<file path="config.mk">
export PLATFORM = sky130hd
export DESIGN_NAME = tl_d_grant_unit
export DESIGN_NICKNAME = d
export VERILOG_FILES = /design/src/rtl/tl_d_grant_unit.sv
export SDC_FILE = /design/constraint.sdc
export NUM_CORES = 1
export LEC_CHECK = 0
export ABC_AREA = 1
export CAP_MARGIN = 20
export CORE_AREA = 2 2 117 119
export DETAILED_ROUTE_END_ITERATION = 8
export DIE_AREA = 0 0 119 121
export GPL_TIMING_DRIVEN = 0
export PLACE_DENSITY = 0.7
export SYNTH_ARGS = -nofsm -noshare
export SYNTH_HDL_FRONTEND = slang
export SYNTH_SLANG_ARGS = --single-unit
</file>
<file path="constraint.sdc">
create_clock -name clock -period 2.8 [get_ports clock]
set_input_delay 0.56 -clock clock [delete_from_list [all_inputs] [get_ports clock]]
set_output_delay 0.56 -clock clock [all_outputs]
set_load 0.02 [all_outputs]
</file>
<file path="src/rtl/tl_d_grant_unit.sv">
// TileLink D-channel sink for the L1: counts beats, streams refill data,
// reports Grant/AccessAck/ReleaseAck completion and issues the E-channel GrantAck.
module tl_d_grant_unit #(
  parameter int unsigned DATA_BITS   = 128,
  parameter int unsigned BEATS       = 4,
  parameter int unsigned SOURCE_BITS = 4,
  parameter int unsigned SINK_BITS   = 3,
  parameter int unsigned SIZE_BITS   = 4,
  parameter int unsigned PARAM_BITS  = 2
) (
  input  logic                   clock,
  input  logic                   reset_n,
  input  logic                   d_valid,
  output logic                   d_ready,
  input  logic [2:0]             d_opcode,
  input  logic [PARAM_BITS-1:0]  d_param,
  input  logic [SIZE_BITS-1:0]   d_size,
  input  logic [SOURCE_BITS-1:0] d_source,
  input  logic [SINK_BITS-1:0]   d_sink,
  input  logic                   d_denied,
  input  logic                   d_corrupt,
  input  logic [DATA_BITS-1:0]   d_data,
  output logic                   refill_valid,
  input  logic                   refill_ready,
  output logic [((BEATS > 1) ? $clog2(BEATS) : 1)-1:0] refill_beat,
  output logic [SOURCE_BITS-1:0] refill_source,
  output logic [DATA_BITS-1:0]   refill_data,
  output logic                   grant_done,
  output logic [PARAM_BITS-1:0]  grant_param,
  output logic                   grant_denied,
  output logic                   grant_corrupt,
  output logic                   resp_done,
  output logic                   release_ack,
  output logic [SOURCE_BITS-1:0] done_source,
  output logic                   e_valid,
  input  logic                   e_ready,
  output logic [SINK_BITS-1:0]   e_sink
);

  localparam int unsigned BEAT_W     = (BEATS > 1) ? $clog2(BEATS) : 1;
  localparam int unsigned LOG2_BYTES = $clog2(DATA_BITS / 8);

  typedef enum logic [1:0] {
    S_IDLE  = 2'd0,
    S_BURST = 2'd1,
    S_ACK   = 2'd2
  } state_e;

  state_e                 state_q, state_d;
  logic [BEAT_W-1:0]      cnt_q, cnt_d;
  logic [BEAT_W-1:0]      last_q, last_d;
  logic [2:0]             opcode_q, opcode_d;
  logic [SOURCE_BITS-1:0] source_q, source_d;
  logic                   den_q, den_d;
  logic                   cor_q, cor_d;
  logic                   grant_done_q, grant_done_d;
  logic [PARAM_BITS-1:0]  grant_param_q, grant_param_d;
  logic                   grant_denied_q, grant_denied_d;
  logic                   grant_corrupt_q, grant_corrupt_d;
  logic                   resp_done_q, resp_done_d;
  logic                   release_ack_q, release_ack_d;
  logic [SOURCE_BITS-1:0] done_source_q, done_source_d;
  logic                   e_valid_q, e_valid_d;
  logic [SINK_BITS-1:0]   e_sink_q, e_sink_d;

  logic                   has_data_c;
  logic                   first_c;
  logic [2:0]             opcode_c;
  logic [SOURCE_BITS-1:0] source_c;
  logic                   needs_ack_c;
  logic                   is_resp_c;
  logic                   is_release_c;
  logic [31:0]            bytes_c;
  logic [31:0]            beats_c;
  logic [BEAT_W-1:0]      last_calc_c;
  logic [BEAT_W-1:0]      last_idx_c;
  logic                   d_hs_c;
  logic                   last_beat_c;
  logic                   den_c;
  logic                   cor_c;

  // Message decode; the first beat is taken live, later beats use the latched header
  always_comb begin
    has_data_c   = d_opcode[0];
    first_c      = (state_q == S_IDLE);
    opcode_c     = first_c ? d_opcode : opcode_q;
    source_c     = first_c ? d_source : source_q;
    needs_ack_c  = opcode_c[2] & ~opcode_c[1];
    is_resp_c    = (opcode_c[2:1] == 2'b00);
    is_release_c = (opcode_c == 3'd6);
    den_c        = (~first_c & den_q) | d_denied;
    cor_c        = (~first_c & cor_q) | d_corrupt;
  end

  // Beats in this message as a last-beat index, clamped to [1, BEATS] beats
  always_comb begin
    bytes_c = 32'd1 << d_size;
    beats_c = bytes_c >> LOG2_BYTES;
    if (!has_data_c || (beats_c == 32'd0)) begin
      beats_c = 32'd1;
    end else if (beats_c > 32'(BEATS)) begin
      beats_c = 32'(BEATS);
    end
    last_calc_c = BEAT_W'(beats_c - 32'd1);
    last_idx_c  = first_c ? last_calc_c : last_q;
  end

  // D handshake and refill pass-through
  always_comb begin
    d_ready       = (state_q != S_ACK) & (~has_data_c | refill_ready);
    refill_valid  = d_valid & has_data_c & (state_q != S_ACK);
    refill_beat   = cnt_q;
    refill_source = d_source;
    refill_data   = d_data;
    d_hs_c        = d_valid & d_ready;
    last_beat_c   = d_hs_c & (cnt_q == last_idx_c);
  end

  // State register
  always_ff @(posedge clock) begin
    if (!reset_n) begin
      state_q <= S_IDLE;
    end else begin
      state_q <= state_d;
    end
  end

  // Next-state logic
  always_comb begin
    state_d = state_q;
    unique case (state_q)
      S_IDLE: begin
        if (last_beat_c) begin
          state_d = needs_ack_c ? S_ACK : S_IDLE;
        end else if (d_hs_c) begin
          state_d = S_BURST;
        end
      end
      S_BURST: begin
        if (last_beat_c) begin
          state_d = needs_ack_c ? S_ACK : S_IDLE;
        end
      end
      S_ACK: begin
        if (e_valid_q && e_ready) begin
          state_d = S_IDLE;
        end
      end
      default: state_d = S_IDLE;
    endcase
  end

  // Beat counting, header latching, completion pulses and GrantAck generation
  always_comb begin
    cnt_d           = cnt_q;
    last_d          = last_q;
    opcode_d        = opcode_q;
    source_d        = source_q;
    den_d           = den_q;
    cor_d           = cor_q;
    grant_done_d    = 1'b0;
    resp_done_d     = 1'b0;
    release_ack_d   = 1'b0;
    grant_param_d   = grant_param_q;
    grant_denied_d  = grant_denied_q;
    grant_corrupt_d = grant_corrupt_q;
    done_source_d   = done_source_q;
    e_valid_d       = e_valid_q;
    e_sink_d        = e_sink_q;

    if (d_hs_c) begin
      cnt_d = last_beat_c ? '0 : cnt_q + BEAT_W'(1);
      den_d = den_c;
      cor_d = cor_c;
      if (first_c) begin
        opcode_d = d_opcode;
        source_d = d_source;
        last_d   = last_calc_c;
      end
    end

    if (last_beat_c) begin
      done_source_d = source_c;
      if (needs_ack_c) begin
        grant_done_d    = 1'b1;
        grant_param_d   = d_param;
        grant_denied_d  = den_c;
        grant_corrupt_d = cor_c;
        e_valid_d       = 1'b1;
        e_sink_d        = d_sink;
      end else if (is_resp_c) begin
        resp_done_d = 1'b1;
      end else if (is_release_c) begin
        release_ack_d = 1'b1;
      end
    end

    if ((state_q == S_ACK) && e_valid_q && e_ready) begin
      e_valid_d = 1'b0;
    end
  end

  // Datapath and output registers
  always_ff @(posedge clock) begin
    if (!reset_n) begin
      cnt_q           <= '0;
      last_q          <= '0;
      opcode_q        <= '0;
      source_q        <= '0;
      den_q           <= 1'b0;
      cor_q           <= 1'b0;
      grant_done_q    <= 1'b0;
      grant_param_q   <= '0;
      grant_denied_q  <= 1'b0;
      grant_corrupt_q <= 1'b0;
      resp_done_q     <= 1'b0;
      release_ack_q   <= 1'b0;
      done_source_q   <= '0;
      e_valid_q       <= 1'b0;
      e_sink_q        <= '0;
    end else begin
      cnt_q           <= cnt_d;
      last_q          <= last_d;
      opcode_q        <= opcode_d;
      source_q        <= source_d;
      den_q           <= den_d;
      cor_q           <= cor_d;
      grant_done_q    <= grant_done_d;
      grant_param_q   <= grant_param_d;
      grant_denied_q  <= grant_denied_d;
      grant_corrupt_q <= grant_corrupt_d;
      resp_done_q     <= resp_done_d;
      release_ack_q   <= release_ack_d;
      done_source_q   <= done_source_d;
      e_valid_q       <= e_valid_d;
      e_sink_q        <= e_sink_d;
    end
  end

  assign grant_done    = grant_done_q;
  assign grant_param   = grant_param_q;
  assign grant_denied  = grant_denied_q;
  assign grant_corrupt = grant_corrupt_q;
  assign resp_done     = resp_done_q;
  assign release_ack   = release_ack_q;
  assign done_source   = done_source_q;
  assign e_valid       = e_valid_q;
  assign e_sink        = e_sink_q;

  // Opcode and source must not change inside a burst
  a_burst_header_stable: assert property (@(posedge clock) disable iff (!reset_n)
    (state_q == S_BURST && d_valid) |-> (d_opcode == opcode_q && d_source == source_q));

endmodule

</file>
==> run summary, run 1 <==
==============================================================================
Final setup fails                                                            0
Maximum clock insertion buffer count                                         2
Worst vdd rail ir drop                                              0.000240 V
Required time at the endpoint of the critical path                     2.24 ns
Crit path launch type                                             primary input
Post-CTS setup buffer count                                                  0
Number of I/O port buffers                                                 173
Initial antenna violation count                                              0
Number of buffers created by CTS                                             5
Final setup TNS                                                           0 ns
DP Wirelength                                                          6840 um
Total area of multi-input combinational cells                          781 um2
Final weighted congestion in routability-driven placement                0.746
Post-synthesis sequential area ratio                                     0.235
Sink count of the clock tree                                                30
Clock-pin transition on the worst setup and hold timing paths          0.05 ns
Power per standard cell area                                        400 nW/um2
Worst Setup Path Type                                                   in2out
Number of core rows                                                         42
Unrepaired setup endpoints after global routing                             no
CTS tree                                                                   yes
Max-cap violation count                                                      0
Total routing resource utilization after global routing                  0.103
Number of nets in the final layout                                         676
DRC violations left                                                          0
Final critical-path share of the clock period                            0.877
Number of hold violations in the final report                                0
Flop2flop setup slack                                                  1.25 ns
Layout-stage area growth over the synthesis result                       82.7%
Clock skew                                                          0.00311 ns
Arrival time reported for the critical path endpoint                   1.90 ns
Filler Cell Count                                                        1,337
Core Region                                                         13,100 um2
Antenna Violating Nets Remaining                                             0
Buffers and inverters on the worst path                                      4
Hold Startpoint                                                   done_source[0]
Total overflow reported by the global router                                 0
Leakage power of the design                                         0.00213 uW
Crit path max-delay family                                        buffers and inverters
Detailed-route via count                                                 2,530
Avg WL per Cell                                                        11.3 um
Initial standard-cell utilization of the core                            0.196
Library cells used by synthesis                                             31
Hold buffer count at cts                                                     0
Type of element capturing the critical path                       primary output
Total Routed Length                                                    7960 um
CP max stage delay                                                     0.60 ns
Status                                                               completed
Count of inserted antenna diode cells                                        0
Vias in the first global route                                           2,352
Floorplan die height                                                    121 um
Hold crit path type                                                    reg2reg
Number of stages on the worst hold path                                      2
Max Clk Rate                                                         0.407 GHz
Average via count per standard cell                                       3.60
CTS HTree Levels                                                             2
Synthesized netlist cell count                                             345
Netlist Area Pre-Place                                                2560 um2
Area of the die                                                     14,400 um2
Worst Reg-to-Reg Cells                                                      10
Crit-path max FO                                                             4
Crit path max-delay cell type                                     sky130_fd_sc_hd__clkdlybuf4s50_1
Worst slew pin tran                                                   0.524 ns
Area occupied by registers                                             601 um2
Post-synthesis net count                                                   496
Start of the worst register-to-register path                        state_q[1]
Total of flip-flops plus latches after synthesis                            30
Destination of the worst hold path                                done_source[0]
Slew Viols, Final                                                            0
Cell seen most often among critical-path stages                   sky130_fd_sc_hd__clkdlybuf4s50_1
Fraction of layout instances using a drive strength above 1              0.329
Horiz. Die Dim                                                          119 um
Count of synthesis-stage warnings from yosys                                 0
Total power                                                            1870 uW
Sequence of cells on the critical path                            clkdlybuf4s50_1, inv_1, o21ai_2, inv_2, clkdlybuf4s50_1
Most used cells in the layout excluding fill and tap cells        sky130_fd_sc_hd__clkdlybuf4s50_1, sky130_fd_sc_hd__buf_4, sky130_fd_sc_hd__nand2_1
Final worst path period need                                           2.46 ns
Starting DRC count in detailed routing                                      29
Leading cell type in the layout, fill and taps excluded           sky130_fd_sc_hd__clkdlybuf4s50_1
Clock Root Buffer                                                 sky130_fd_sc_hd__clkbuf_16
Total of cells resized after clock tree synthesis                            0
Avg Synthesized Cell Area                                             7.42 um2
Worst-case headroom to the max-slew limit                                0.651
Reg-to-reg endpoint                                               done_source[3]
Number of I/O pins                                                         302
Insertion delay of the later-clocked pin in the worst-skew pair        0.27 ns
TritonRoute pass-1 iters                                                     4
Largest net degree at the start of global routing                           11
First-pass GRT wire length                                           11,800 um
==============================================================================
[where the power goes]
group          switching [uW]  leakage, uW  internal (uW)
logic                     379      0.00180            402
clock network             195    0.0000836            416
registers                16.8     0.000245            459
[worst min-delay path, delay by kind of cell, from the launching register on]
family	cells	cell delay [ns]
flip-flops	1	0.31
AND/OR/NAND/NOR	2	0.10
[cells by family (layout without fill, tap and decap cells)]
group | count (synthesis) | count (layout) | synth area share
buffers and inverters | 177 | 358 | 0.460
and+or+nand+nor | 103 | 103 | 0.225
AOI/OAI and AO/OA | 34 | 34 | 0.0768
DFF | 30 | 30 | 0.235
xor gates and xnor gates | 1 | 1 | 0.00342
[synthesized netlist by cell type]
master / number / area [um2]
sky130_fd_sc_hd__a31oi_1: 1 / 6.26
sky130_fd_sc_hd__a21oi_1: 14 / 70.1
sky130_fd_sc_hd__inv_6: 1 / 8.76
sky130_fd_sc_hd__nand2_8: 1 / 20.0
sky130_fd_sc_hd__nand3_4: 2 / 35.0
sky130_fd_sc_hd__nor2_4: 4 / 45.0
sky130_fd_sc_hd__o21ai_0: 14 / 70.1
sky130_fd_sc_hd__clkbuf_1: 2 / 7.51
sky130_fd_sc_hd__nor2_1: 18 / 67.6
sky130_fd_sc_hd__buf_4: 132 / 991
sky130_fd_sc_hd__o21ai_4: 1 / 16.3
sky130_fd_sc_hd__a211oi_1: 1 / 7.51
sky130_fd_sc_hd__buf_2: 2 / 10.0
sky130_fd_sc_hd__nor2_2: 2 / 12.5
sky130_fd_sc_hd__or2_1: 1 / 6.26
sky130_fd_sc_hd__nand2_1: 50 / 188
sky130_fd_sc_hd__nor3_2: 1 / 10.0
sky130_fd_sc_hd__inv_1: 35 / 131
sky130_fd_sc_hd__o21ai_2: 2 / 17.5
sky130_fd_sc_hd__nand3_1: 4 / 20.0
sky130_fd_sc_hd__nand2_2: 3 / 18.8
sky130_fd_sc_hd__nand2_4: 5 / 56.3
sky130_fd_sc_hd__inv_2: 3 / 11.3
sky130_fd_sc_hd__xor2_1: 1 / 8.76
sky130_fd_sc_hd__a21oi_2: 1 / 8.76
sky130_fd_sc_hd__nand4_1: 9 / 56.3
sky130_fd_sc_hd__buf_6: 1 / 11.3
sky130_fd_sc_hd__nor2_8: 1 / 20.0
sky130_fd_sc_hd__inv_4: 1 / 6.26
sky130_fd_sc_hd__dfxtp_1: 30 / 601
sky130_fd_sc_hd__nand3_2: 2 / 20.0
[sequential cells by signal, indices dropped and copies added (netlist names)]
signal	cells
resp_done	1
last_q	2
opcode_q	3
release_ack	1
state_q	2
e_sink	3
den_q	1
done_source	4
refill_beat	2
grant_done	1
cor_q	1
grant_corrupt	1
e_valid	1
source_q	4
grant_param	2
grant_denied	1
[layout make-up]
type,instances,area share
Tap cell,176,0.0471
Clock inverter,3,0.00856
Clock buffer,5,0.0268
Timing Repair Buffer,173,0.370
Multi-Input combinational cell,138,0.167
Inverter,40,0.0337
Buffer,137,0.218
Sequential cell,30,0.128
[per-stage QoR]
| step | worst slack, ns | utilization | cell area (um2) | hold slack [ns] | instances |
|---|---|---|---|---|---|
| 3_3_place_gp | 0.305 | 0.345 | 4510 | 0.436 | 694 |
| 2_1_floorplan | 1.19 | - | 2560 | 0.425 | 345 |
| 4_1_cts | 0.303 | 0.357 | 4680 | 0.450 | 702 |
| 6_report | 0.345 | 0.357 | 4680 | 0.449 | 702 |
| 5_1_grt | 0.257 | 0.357 | 4680 | 0.489 | 702 |
| 3_5_place_dp | 0.307 | 0.345 | 4510 | 0.438 | 694 |
[worst max path at each step]
stage / start / endpoint / slack [ns] / cells past startpoint
after CTS: d_opcode[0] / d_ready / 0.30 / 5
after detailed placement: d_opcode[0] / d_ready / 0.31 / 5
final: d_opcode[0] / d_ready / 0.34 / 5
after floorplan: d_opcode[0] / refill_beat[1] / 1.19 / 11
after global routing: d_opcode[0] / d_ready / 0.26 / 5
after global placement: d_opcode[0] / d_ready / 0.31 / 5
[layer usage]
| metal | routed length (um) | global-route usage | up-vias |
|---|---|---|---|
| li1 | - | - | 1298 |
| met5 | 0 | 0 | - |
| met4 | 51 | 0.0201 | 0 |
| met1 | 3100 | 0.123 | 1078 |
| met3 | 775 | 0.0385 | 4 |
| met2 | 4030 | 0.179 | 150 |
Note: power is estimated with default switching activity, not from simulation.
==> inputs of run 2 (changes only) <==
GPL_TIMING_DRIVEN = not set   (was 0)
clock period = 3.1 ns   (was 2.8 ns; I/O delays follow)
==> run summary, run 2 (same netlist as run 1, synthesis figures left out) <==
==============================================================================
Cell seen most often among critical-path stages                   sky130_fd_sc_hd__clkdlybuf4s50_1
Worst Reg-to-Reg Cells                                                      12
Required time at the endpoint of the critical path                     2.48 ns
Final critical-path share of the clock period                            0.827
Filler Cell Count                                                        1,480
Maximum clock insertion buffer count                                         2
Number of I/O port buffers                                                  45
Starting DRC count in detailed routing                                      81
Core Region                                                         13,100 um2
Total routing resource utilization after global routing                 0.0839
Initial standard-cell utilization of the core                            0.196
Type of element capturing the critical path                       primary output
Initial antenna violation count                                              0
Fraction of layout instances using a drive strength above 1              0.142
Horiz. Die Dim                                                          119 um
Detailed-route via count                                                 1,598
Crit path launch type                                             primary input
Insertion delay of the later-clocked pin in the worst-skew pair        0.27 ns
Post-CTS setup buffer count                                                  0
CP max stage delay                                                     0.60 ns
Final worst hold slack                                                0.448 ns
Final worst path period need                                           2.57 ns
Largest net degree at the start of global routing                           20
Area of the die                                                     14,400 um2
DRC violations left                                                          0
Worst-case headroom to the max-slew limit                                0.770
Clock-pin transition on the worst setup and hold timing paths          0.05 ns
Leakage power of the design                                        0.000965 uW
Number of buffers created by CTS                                             5
Number of hold violations in the final report                                0
CTS tree                                                                   yes
First-pass GRT wire length                                             9010 um
Number of nets in the final layout                                         412
Number of core rows                                                         42
Crit-path max FO                                                             4
Max-cap violation count                                                      0
Slew Viols, Final                                                            0
Max Clk Rate                                                         0.390 GHz
Sink count of the clock tree                                                30
TritonRoute pass-1 iters                                                     4
Worst Setup Path Type                                                   in2out
Avg WL per Cell                                                        13.5 um
Clock skew                                                          0.00147 ns
Total overflow reported by the global router                                 0
Most used cells in the layout excluding fill and tap cells        sky130_fd_sc_hd__nand2_1, sky130_fd_sc_hd__clkdlybuf4s50_1, sky130_fd_sc_hd__inv_1
Number of cells in the design after placement                              430
Arrival time reported for the critical path endpoint                   1.95 ns
Status                                                               completed
Final weighted congestion in routability-driven placement                0.725
Fin cells                                                                  436
Crit path max-delay cell type                                     sky130_fd_sc_hd__clkdlybuf4s50_1
Number of stages on the worst hold path                                      2
Hold buffer count at cts                                                     0
Layout-stage area growth over the synthesis result                      -7.92%
Final setup fails                                                            0
DP Wirelength                                                          4490 um
Number of I/O pins                                                         302
Power per standard cell area                                        506 nW/um2
Fin util                                                                 0.180
Final setup TNS                                                           0 ns
Sequence of cells on the critical path                            clkdlybuf4s50_1, inv_1, o21ai_2, inv_2, clkdlybuf4s50_1
Standard cell area after detailed placement                           2220 um2
Count of inserted antenna diode cells                                        0
Hold crit path type                                                    reg2reg
Clock Root Buffer                                                 sky130_fd_sc_hd__clkbuf_16
Post-route cell area                                                  2360 um2
Antenna Violating Nets Remaining                                             0
Floorplan die height                                                    121 um
Total of cells resized after clock tree synthesis                            0
Total Routed Length                                                    5880 um
Worst vdd rail ir drop                                              0.000167 V
Leading cell type in the layout, fill and taps excluded           sky130_fd_sc_hd__nand2_1
CTS HTree Levels                                                             2
Average via count per standard cell                                       3.67
Vias in the first global route                                           1,664
Unrepaired setup endpoints after global routing                             no
Worst slew pin tran                                                   0.345 ns
==============================================================================
==> run 2: changes by cell type in the layout (fill, tap and decap cells not counted), sizes merged <==
cell           previous run  this run
buf                     135         1
bufinv                    1         0
clkbuf                    7         6
clkdlybuf4s50           173        45
clkinv                    2         0
==> run 2: area by class of cell <==
type / count / area (um2) / share of cell area
multi-input cells: 138 / 781 / 0.331
flip-flops and latches: 30 / 601 / 0.255
repair buffers: 46 / 458 / 0.194
well taps: 176 / 220 / 0.0935
inverters: 40 / 158 / 0.0669
clock buffers: 6 / 139 / 0.0589
==> run 2: path summary, 6_finish.rpt <==
| kind | end | from | slack [ns] |
|---|---|---|---|
| setup / recovery | d_ready | d_opcode[0] | 0.53 |
| hold / removal | source_q[1] | source_q[1] | 0.45 |
| setup reg to reg | done_source[0] | state_q[0] | 1.45 |
| hold reg to reg | source_q[1] | source_q[1] | 0.45 |
==> run 2: stage by stage <==
step / setup slack [ns] / power [uW]
6_report: 0.535 / 1190
5_1_grt: 0.471 / 1260
4_1_cts: 0.516 / 1220
3_5_place_dp: 0.522 / 732
3_3_place_gp: 0.526 / 730
2_1_floorplan: 1.43 / 873
==> run 2: critical path, delay by kind of cell <==
kind | cells | cell delay [ns]
buffers and inverters | 4 | 1.24
AOI/OAI and AO/OA | 1 | 0.08
==> run 2: routing by layer <==
layer,routed length (um),track usage,up-vias
met5,0,0,-
met4,409,0.0714,0
met3,1050,0.0667,52
met2,2440,0.120,133
met1,1980,0.0768,654
li1,-,-,759
==> run 2: where the power goes <==
part	total, uW	switching [uW]	internal, uW
Combinational	289	175	115
Sequential	431	15.9	415
Clock	472	162	310
Total	1190	352	839
==> inputs of run 3 (changes only) <==
CORE_AREA = 2 2 116 118   (was 2 2 117 119)
DIE_AREA = 0 0 118 120   (was 0 0 119 121)
PLACE_DENSITY = 0.71   (was 0.7)
clock period = 2.4 ns   (was 3.1 ns; I/O delays follow)
==> run summary, run 3 (same netlist as run 1, synthesis figures left out) <==
==============================================================================
Core Region                                                         13,000 um2
Hold buffer count at cts                                                     0
Total routing resource utilization after global routing                 0.0883
Starting DRC count in detailed routing                                      74
Initial antenna violation count                                              0
Crit-path max FO                                                             4
Final setup fails                                                            0
Final setup TNS                                                           0 ns
Number of I/O port buffers                                                  45
Post-CTS setup buffer count                                                  0
Final worst hold slack                                                0.448 ns
Clock Root Buffer                                                 sky130_fd_sc_hd__clkbuf_16
Number of buffers created by CTS                                             5
Max-cap violation count                                                      0
Antenna Violating Nets Remaining                                             0
Clock-pin transition on the worst setup and hold timing paths          0.05 ns
Largest net degree at the start of global routing                           20
Total Routed Length                                                    6230 um
Worst-case headroom to the max-slew limit                                0.793
Worst-case setup margin in the final layout                           0.147 ns
Type of element capturing the critical path                       primary output
First-pass GRT wire length                                             9330 um
Count of inserted antenna diode cells                                        0
Most used cells in the layout excluding fill and tap cells        sky130_fd_sc_hd__nand2_1, sky130_fd_sc_hd__clkdlybuf4s50_1, sky130_fd_sc_hd__inv_1
Hold crit path type                                                    reg2reg
Insertion delay of the later-clocked pin in the worst-skew pair        0.28 ns
Sink count of the clock tree                                                30
Arrival time reported for the critical path endpoint                   1.77 ns
Flop2flop setup slack                                                  0.82 ns
DP Wirelength                                                          4900 um
Worst vdd rail ir drop                                              0.000290 V
CTS tree                                                                   yes
Leakage power of the design                                        0.000979 uW
Unrepaired setup endpoints after global routing                             no
TritonRoute pass-1 iters                                                     4
Filler Cell Count                                                        1,470
Maximum clock insertion buffer count                                         2
Vias in the first global route                                           1,652
CP max stage delay                                                     0.61 ns
Worst Setup Path Type                                                   in2out
Number of core rows                                                         42
Minimum setup slack after placement                                   0.133 ns
Total of cells resized after clock tree synthesis                            0
Max Clk Rate                                                         0.444 GHz
Area of the die                                                     14,200 um2
Horiz. Die Dim                                                          118 um
Power per standard cell area                                        664 nW/um2
Standard cell area after detailed placement                           2230 um2
Layout-stage area growth over the synthesis result                      -6.85%
CTS HTree Levels                                                             2
Slew Viols, Final                                                            0
Number of I/O pins                                                         302
Number of hold violations in the final report                                0
Fin util                                                                 0.184
Number of nets in the final layout                                         414
Status                                                               completed
Crit path launch type                                             primary input
Sequence of cells on the critical path                            clkdlybuf4s50_1, inv_1, o21ai_2, inv_2, clkdlybuf4s50_1
Final critical-path share of the clock period                            0.939
Avg WL per Cell                                                        14.2 um
Final worst path period need                                           2.25 ns
Final weighted congestion in routability-driven placement                0.816
Fraction of layout instances using a drive strength above 1              0.155
Required time at the endpoint of the critical path                     1.92 ns
Initial standard-cell utilization of the core                            0.197
DRC violations left                                                          0
Leading cell type in the layout, fill and taps excluded           sky130_fd_sc_hd__nand2_1
Crit path max-delay cell type                                     sky130_fd_sc_hd__clkdlybuf4s50_1
Post-route cell area                                                  2380 um2
Average via count per standard cell                                       3.70
Total overflow reported by the global router                                 0
Clock skew                                                          0.00393 ns
Detailed-route via count                                                 1,627
Floorplan die height                                                    120 um
Cell seen most often among critical-path stages                   sky130_fd_sc_hd__clkdlybuf4s50_1
Worst slew pin tran                                                   0.309 ns
==============================================================================
run 3: changes by cell type in the layout (fill, tap and decap cells not counted):
| cell | delta |
|---|---|
| sky130_fd_sc_hd__clkinvlp_4 | +1 |
| sky130_fd_sc_hd__buf_4 | +2 |
| sky130_fd_sc_hd__clkinv_2 | +1 |
run 3: report_power, final:
group          leakage [uW]  switching, uW  internal [uW]
logic              0.000660            229            154
clock network     0.0000729            233            410
registers          0.000245           20.8            536
run 3: worst max-delay path: cells and delay by family:
kind                   cells  cell delay (ns)
AOI/OAI and AO/OA          1             0.07
buffers and inverters      4             1.22
run 3: area by class of cell:
type,instances,area [um2],area share
Tap cell,176,220,0.0924
Clock inverter,2,12.5,0.00525
Multi-Input combinational cell,138,781,0.328
Clock buffer,6,139,0.0583
Timing Repair Buffer,48,473,0.198
Inverter,40,158,0.0661
Sequential cell,30,601,0.252
run 3: final timing paths:
path,endpoint,from,cells after the start
max reg2reg,grant_param[1],state_q[1],10
min,source_q[2],source_q[2],2
min reg2reg,source_q[2],source_q[2],2
max,d_ready,d_opcode[0],5
run 3: per-layer routing:
layer | track usage | wire [um] | share of wire | up-vias
li1 | - | - | - | 766
met1 | 0.0809 | 2130 | 0.34 | 650
met2 | 0.138 | 2870 | 0.46 | 146
met3 | 0.0542 | 808 | 0.13 | 65
met4 | 0.0768 | 429 | 0.069 | 0
met5 | 0 | 0 | 0 | -
run 3: per-stage QoR:
step	cells	power (uW)
after global routing	440	1670
after global placement	432	949
after floorplan	345	1130
after detailed placement	432	953
final	440	1580
after CTS	440	1610
